**config.mk**
```make
export PLATFORM = sky130hd
export DESIGN_NAME = gpio_port
export DESIGN_NICKNAME = d
export VERILOG_FILES = /design/src/rtl/gpio_port.sv
export SDC_FILE = /design/constraint.sdc
export NUM_CORES = 1
export LEC_CHECK = 0
export CAP_MARGIN = 20
export CORE_MARGIN = 4
export CORE_UTILIZATION = 55
export CTS_BUF_LIST = sky130_fd_sc_hd__clkbuf_2
export DETAILED_ROUTE_END_ITERATION = 8
export GPL_ROUTABILITY_DRIVEN = 0
export GPL_TIMING_DRIVEN = 0
export HOLD_SLACK_MARGIN = 0.02
export PLACE_DENSITY = 0.86
export SLEW_MARGIN = 20
export SYNTH_ARGS = -nofsm -noshare
export SYNTH_HDL_FRONTEND = slang
export SYNTH_SLANG_ARGS = --single-unit
```
**constraint.sdc**
```tcl
create_clock -name clk -period 11.56 [get_ports clk]
set_input_delay 2.312 -clock clk [delete_from_list [all_inputs] [get_ports clk]]
set_output_delay 2.312 -clock clk [all_outputs]
set_load 0.03 [all_outputs]
```
**src/rtl/gpio_port.sv**
```systemverilog
// gpio_port: parametrised GPIO peripheral with 8 bus registers,
// 2-flop input sync, optional debounce filter and edge interrupts.
// Optional debounce logic is built when GPIO_DEBOUNCE_EN is defined.
// Ports: clk, rst (async high); bus we/re/addr/wdata -> rdata (registered);
// pins gpio_in -> gpio_out/gpio_oe; irq = |(ISTAT & IEN).
module gpio_port #(
  parameter int DW   = 16,
  parameter int DB_W = 4
) (
  input  logic          clk,
  input  logic          rst,
  input  logic          we,
  input  logic          re,
  input  logic [2:0]    addr,
  input  logic [DW-1:0] wdata,
  output logic [DW-1:0] rdata,
  input  logic [DW-1:0] gpio_in,
  output logic [DW-1:0] gpio_out,
  output logic [DW-1:0] gpio_oe,
  output logic          irq
);

  localparam logic [2:0] A_OUT   = 3'd0;
  localparam logic [2:0] A_DIR   = 3'd1;
  localparam logic [2:0] A_IN    = 3'd2;
  localparam logic [2:0] A_IEN   = 3'd3;
  localparam logic [2:0] A_IPOL  = 3'd4;
  localparam logic [2:0] A_IBOTH = 3'd5;
  localparam logic [2:0] A_ISTAT = 3'd6;
  localparam logic [2:0] A_DBCFG = 3'd7;

  logic [DW-1:0] out_q, out_d;
  logic [DW-1:0] dir_q, dir_d;
  logic [DW-1:0] ien_q, ien_d;
  logic [DW-1:0] ipol_q, ipol_d;
  logic [DW-1:0] iboth_q, iboth_d;
  logic [DW-1:0] istat_q, istat_d;
  logic [DW-1:0] rdata_q, rdata_d;
  logic [DW-1:0] sync1_q, sync2_q;
  logic [DW-1:0] f_q, f_d;
  logic [DW-1:0] evt, clr;
  logic [DW-1:0] rd_mux;

`ifdef GPIO_DEBOUNCE_EN
  logic [DB_W-1:0]          dbcfg_q, dbcfg_d;
  logic [DW-1:0][DB_W-1:0]  cnt_q, cnt_d;
`endif

  always_comb begin
    out_d   = out_q;
    dir_d   = dir_q;
    ien_d   = ien_q;
    ipol_d  = ipol_q;
    iboth_d = iboth_q;
`ifdef GPIO_DEBOUNCE_EN
    dbcfg_d = dbcfg_q;
`endif
    if (we) begin
      case (addr)
        A_OUT:   out_d   = wdata;
        A_DIR:   dir_d   = wdata;
        A_IEN:   ien_d   = wdata;
        A_IPOL:  ipol_d  = wdata;
        A_IBOTH: iboth_d = wdata;
`ifdef GPIO_DEBOUNCE_EN
        A_DBCFG: dbcfg_d = wdata[DB_W-1:0];
`endif
        default: ;
      endcase
    end
  end

  // Filter and edge detect; an event is the cycle in which f changes.
  always_comb begin
    f_d = f_q;
    evt = '0;
`ifdef GPIO_DEBOUNCE_EN
    cnt_d = cnt_q;
`endif
    for (int i = 0; i < DW; i++) begin
`ifdef GPIO_DEBOUNCE_EN
      if (sync2_q[i] != f_q[i]) begin
        if (cnt_q[i] == dbcfg_q) begin
          f_d[i]   = sync2_q[i];
          cnt_d[i] = '0;
        end else begin
          cnt_d[i] = cnt_q[i] + 1'b1;
        end
      end else begin
        cnt_d[i] = '0;
      end
`else
      f_d[i] = sync2_q[i];
`endif
      if (f_d[i] != f_q[i])
        evt[i] = iboth_q[i] | (ipol_q[i] == f_d[i]);
    end
  end

  // Set beats clear when both hit the same bit.
  assign clr     = (we && addr == A_ISTAT) ? wdata : '0;
  assign istat_d = (istat_q & ~clr) | evt;

  always_comb begin
    rd_mux = '0;
    case (addr)
      A_OUT:   rd_mux = out_q;
      A_DIR:   rd_mux = dir_q;
      A_IN:    rd_mux = f_q;
      A_IEN:   rd_mux = ien_q;
      A_IPOL:  rd_mux = ipol_q;
      A_IBOTH: rd_mux = iboth_q;
      A_ISTAT: rd_mux = istat_q;
`ifdef GPIO_DEBOUNCE_EN
      A_DBCFG: rd_mux = DW'(dbcfg_q);
`endif
      default: rd_mux = '0;
    endcase
  end

  // Read captures pre-write state, so we+re returns the old value.
  assign rdata_d = re ? rd_mux : rdata_q;

  always_ff @(posedge clk or posedge rst) begin
    if (rst) begin
      out_q   <= '0;
      dir_q   <= '0;
      ien_q   <= '0;
      ipol_q  <= '0;
      iboth_q <= '0;
      istat_q <= '0;
      rdata_q <= '0;
      sync1_q <= '0;
      sync2_q <= '0;
      f_q     <= '0;
`ifdef GPIO_DEBOUNCE_EN
      dbcfg_q <= '0;
      cnt_q   <= '0;
`endif
    end else begin
      out_q   <= out_d;
      dir_q   <= dir_d;
      ien_q   <= ien_d;
      ipol_q  <= ipol_d;
      iboth_q <= iboth_d;
      istat_q <= istat_d;
      rdata_q <= rdata_d;
      sync1_q <= gpio_in;
      sync2_q <= sync1_q;
      f_q     <= f_d;
`ifdef GPIO_DEBOUNCE_EN
      dbcfg_q <= dbcfg_d;
      cnt_q   <= cnt_d;
`endif
    end
  end

  assign rdata    = rdata_q;
  assign gpio_out = out_q;
  assign gpio_oe  = dir_q;
  assign irq      = |(istat_q & ien_q);

endmodule

```
# == Word level (Yosys, flattened, before mapping) ==
# Index checks and enable logic that the tools add are counted.
# classes
n_eq_ne,38
muxes,18
bitwise,20
reduce_logical,8
# op_table
cell,n
one-hot mux 16 bit (7 select lines),1
bitwise AND 16 bit,2
equality test 1 bit,16
two-way mux 1 bit,16
two-way mux 16 bit,1
!= test 1 bit,16
NOT 16 bit,1
OR 1 bit,16
OR 16 bit,1
OR reduction 16 bit,1
AND reduction 2 bit,5
equality test 3 bit (second input constant),3
equality test 3 x 2 -> 1 bit (second input constant),2
equality test 3 x 1 -> 1 bit (second input constant),1
zero test 3 bit,1
logical AND 1 bit,1
# totals
regBits,160
input_bits,39
out_inout_bits,49
elab_cells,94

# == Logic depth before layout (Yosys ltp) ==
# logic_depth
word_depth,6
ltp_mapped,6
ltp_nobuf,4

# == Least setup slack after synthesis ==
# OpenSTA, ideal clock, no wires.
# synth_timing
path_kind,reg2out
from,reg istat_q[1]
to,out irq
arrival_ns,1.134
t_required_ns,9.248
path_slack_ns,8.114
stages_incl_launch_ff,4
n_path_buf,0
path_cell_list,dfrtp_1 -> a22o_1 -> a221oi_1 -> nand4_1
# synth_via
elab_chain_cells,2
# synth_lines
item,line_no,text
"start, declared",37,"logic [DW-1:0] istat_q, istat_d;"
"start signal, assigned",146,istat_q <= istat_d;
bitwise AND 16 bit,161,assign irq = |(istat_q & ien_q);
OR reduction 16 bit,161,
"end, declared",20,output logic irq
# No other way between the ends.

# == Worst setup path in the final report ==
# layout_timing
from,reg istat_q[14]
to,out irq
# Same word-level chain as after synthesis.

==> metrics.txt <==
Util after Layout=67.6%; core area=about 12,000 sq um; Worst EP arrival=roughly 2.7 ns; GRT Util Overall=24.8%; Startpoint Class=register; initial antenna violation count=0; # hold bufs at CTS=0; Syn Nets=roughly 550; Switch Pwr=between 400 and 500 uW; die span in y=120 um; Critical Path End Type=primary output; DIE AREA=14,400 sq um; Crit-path slowest cell=clkdlybuf4s50_1; skew final=~0.031 ns; grt met2 use=40.8%; critical path class=register to primary output; Via-to-Cell Ratio=~5.9; ys flop type=dfrtp_1; DIE WIDTH=120 um; TritonCTS Buffers=17; nets@finish=around 660; Starting DRT DRC Count=518; max-cap violation count=0; grt total ovfl=0; RSZ-0062 raised after global routing=no; Top Ports=88; Starting Density=between 50% and 60%; diode count=0; number of global-route vias before repair=4,959; worst vdd ir=~0.10 mV; run status=finished clean; Fin. Hold Viols=0; flops & latches, synth=160; synthesized area per cell=about 13 sq um; Clk network pwr share=21.1%; port bufs=86; global route hottest layer=met2; largest net degree at the start of global routing=slightly below 100; Remaining DRCs=0; Pwr per Cell Area=165 nW/um^2; P&R area growth vs syn=19.2%; Post-synth ARST share=100%; Distinct cells, synth=40; Pint=about 900 uW; Storage cell area=approximately 4000 sq um; setup bufs post-CTS=0; HPWL after DPL=~11 mm; critical-path cell list=a22o_1, a221oi_1, nand4_1, clkdlybuf4s50_1; final slew viol count=0; sequential share of the synthesized area=about three fifths; clock root cell=clkbuf_2; drt wl/cell=21.2 um; CTS sink count=160; worst min path class=register to register; layout cell share with drive strength beyond 1=20.7%; Post-Synthesis Cell Area=6870 sq um; Sw Share=32.6%; grt met3 use=6.03%; Peak Freq=between 150 and 200 MHz; H-Tree Depth=4; EDFF count, synth=0; Post-Route WL=between 15 and 20 mm; CP max FO=3; First-pass DRT Iterations=5; met1 usage=around a third; part of the power in registers=between 50% and 60%; combinational share of power=26.0%; DR vias=around 4,700; slew margin rel.=around 42%; std cell rows=40; filler instances=916; Inst Count DP=about 770; delay of the slowest cell on the worst path=0.65 ns; CTS tree=done; antenna viol nets, final=0; worst hold slack=approximately 0.36 ns; clk_lat worst skew=0.74 ns; fin cells=796; Worst Path Required=~9.3 ns; clock tree buffer depth=2; post-CTS sizing=0; multi-input logic area=roughly 2700 sq um; Syn Inst Count=510; Final Critical Period=5.00 ns; Tcrit/Tclk final=43.3%; static leakage=3.45 nW; Ys Warns=0; Final setup viols=0; global-route wire length before repair=27.1 mm; Worst Tran Pin Value=0.868 ns; Worst-path clk slew=roughly 0.22 ns; Sum Neg Setup Slack=0 ns
## through the flow
step,total power [mW],setup slack [ns],area [sq um]
2_1_floorplan,0.930,4.93,6870
3_3_place_gp,1.06,3.07,7950
3_5_place_dp,1.08,7.07,7980
4_1_cts,1.36,6.51,8190
5_1_grt,1.42,6.42,8190
6_report,1.35,6.56,8190
## cell type report
class	instances	area share, %
clock inverters	13	1.50
clock buffers	18	1.10
flip-flops and latches	160	48.9
multi-input cells	320	32.7
inverters	5	0.321
well taps	168	2.57
plain buffers	25	2.14
repair buffers	87	10.8
## placed cells by master, fill, tap and decap left out, types with 5 or more instances in the layout
master and n:
xnor2_1 16, nand2_1 21, o22a_1 9, buf_2 8
nor2_1 32, mux2_2 63, dfrtp_1 160, a21oi_1 16
mux2_1 10, a22o_1 5, mux2i_1 25, clkdlybuf4s50_1 86
clkinv_1 5, o2bb2ai_1 16, o221ai_1 15, a22oi_1 10
buf_4 7, buf_6 6, clkbuf_2 18, nand2b_1 15
mux2_4 10, xor2_1 16
## worst max-delay path: cells and delay by family (launching register included)
family	cells	cell delay, ns
simple gates	1	0.24
compound gates	2	0.63
buf+inv	1	0.65
flops	1	0.45
## Yosys cell counts (5+ instances only)
cell type,number,area share (%)
o2bb2ai_1,16,2.0
mux2_2,63,10
dfrtp_1,160,58
xnor2_1,16,2.0
nand2_1,21,1.1
buf_6,6,0.98
buf_2,8,0.58
a22o_1,5,0.64
a21oi_1,16,1.2
mux2i_1,25,3.6
mux2_4,10,2.2
nand2b_1,15,1.4
a22oi_1,10,1.1
buf_4,7,0.76
xor2_1,16,2.0
o22a_1,9,1.1
o221ai_1,15,1.9
mux2_1,10,1.6
nor2_1,32,1.7
## cells by family (layout without fill, tap and decap cells)
logic type	after synthesis	after routing	synth area share (%)
compound gates	90	90	10.2
xor+xnor	32	32	4.08
buf+inv	30	148	2.82
flops	160	160	58.2
mux	108	108	17.8
simple gates	90	90	6.92
## state kept, by name, summed over array words and instances (netlist names)
register and flops:
f_d 16, f_q 16, gpio_oe 16, gpio_out 16, iboth_q 16, ien_q 16
ipol_q 16, istat_q 16, rdata 16, sync1_q 16
## power by group through the flow
stage               Clock, mW  Sequential [mW]  Combinational (mW)
global placement            0            0.719               0.339
finish                  0.285            0.716               0.351
global route            0.315            0.726               0.374
CTS                     0.291            0.714               0.352
floorplan                   0            0.775               0.155
detailed placement          0            0.725               0.350
## path summary, 6_finish.rpt
kind	from	to	slack, ns	depth (start not counted)
max	istat_q[14]	irq	6.56	4
min	sync1_q[12]	f_d[12]	0.36	0
max reg2reg	f_q[3]	rdata[3]	10.34	3
min reg2reg	sync1_q[12]	f_d[12]	0.36	0
max in group asynchronous	rst	gpio_out[3]	8.77	3
min in group asynchronous	rst	istat_q[11]	1.97	2
## routing by layer
metal  part of all wire (%)  vias up
li1                       -     2062
met4                    2.2        0
met2                     49      201
met5                      0        -
met1                     42     2373
met3                    6.7       36
No activity file was read; power rests on OpenSTA's default activity.
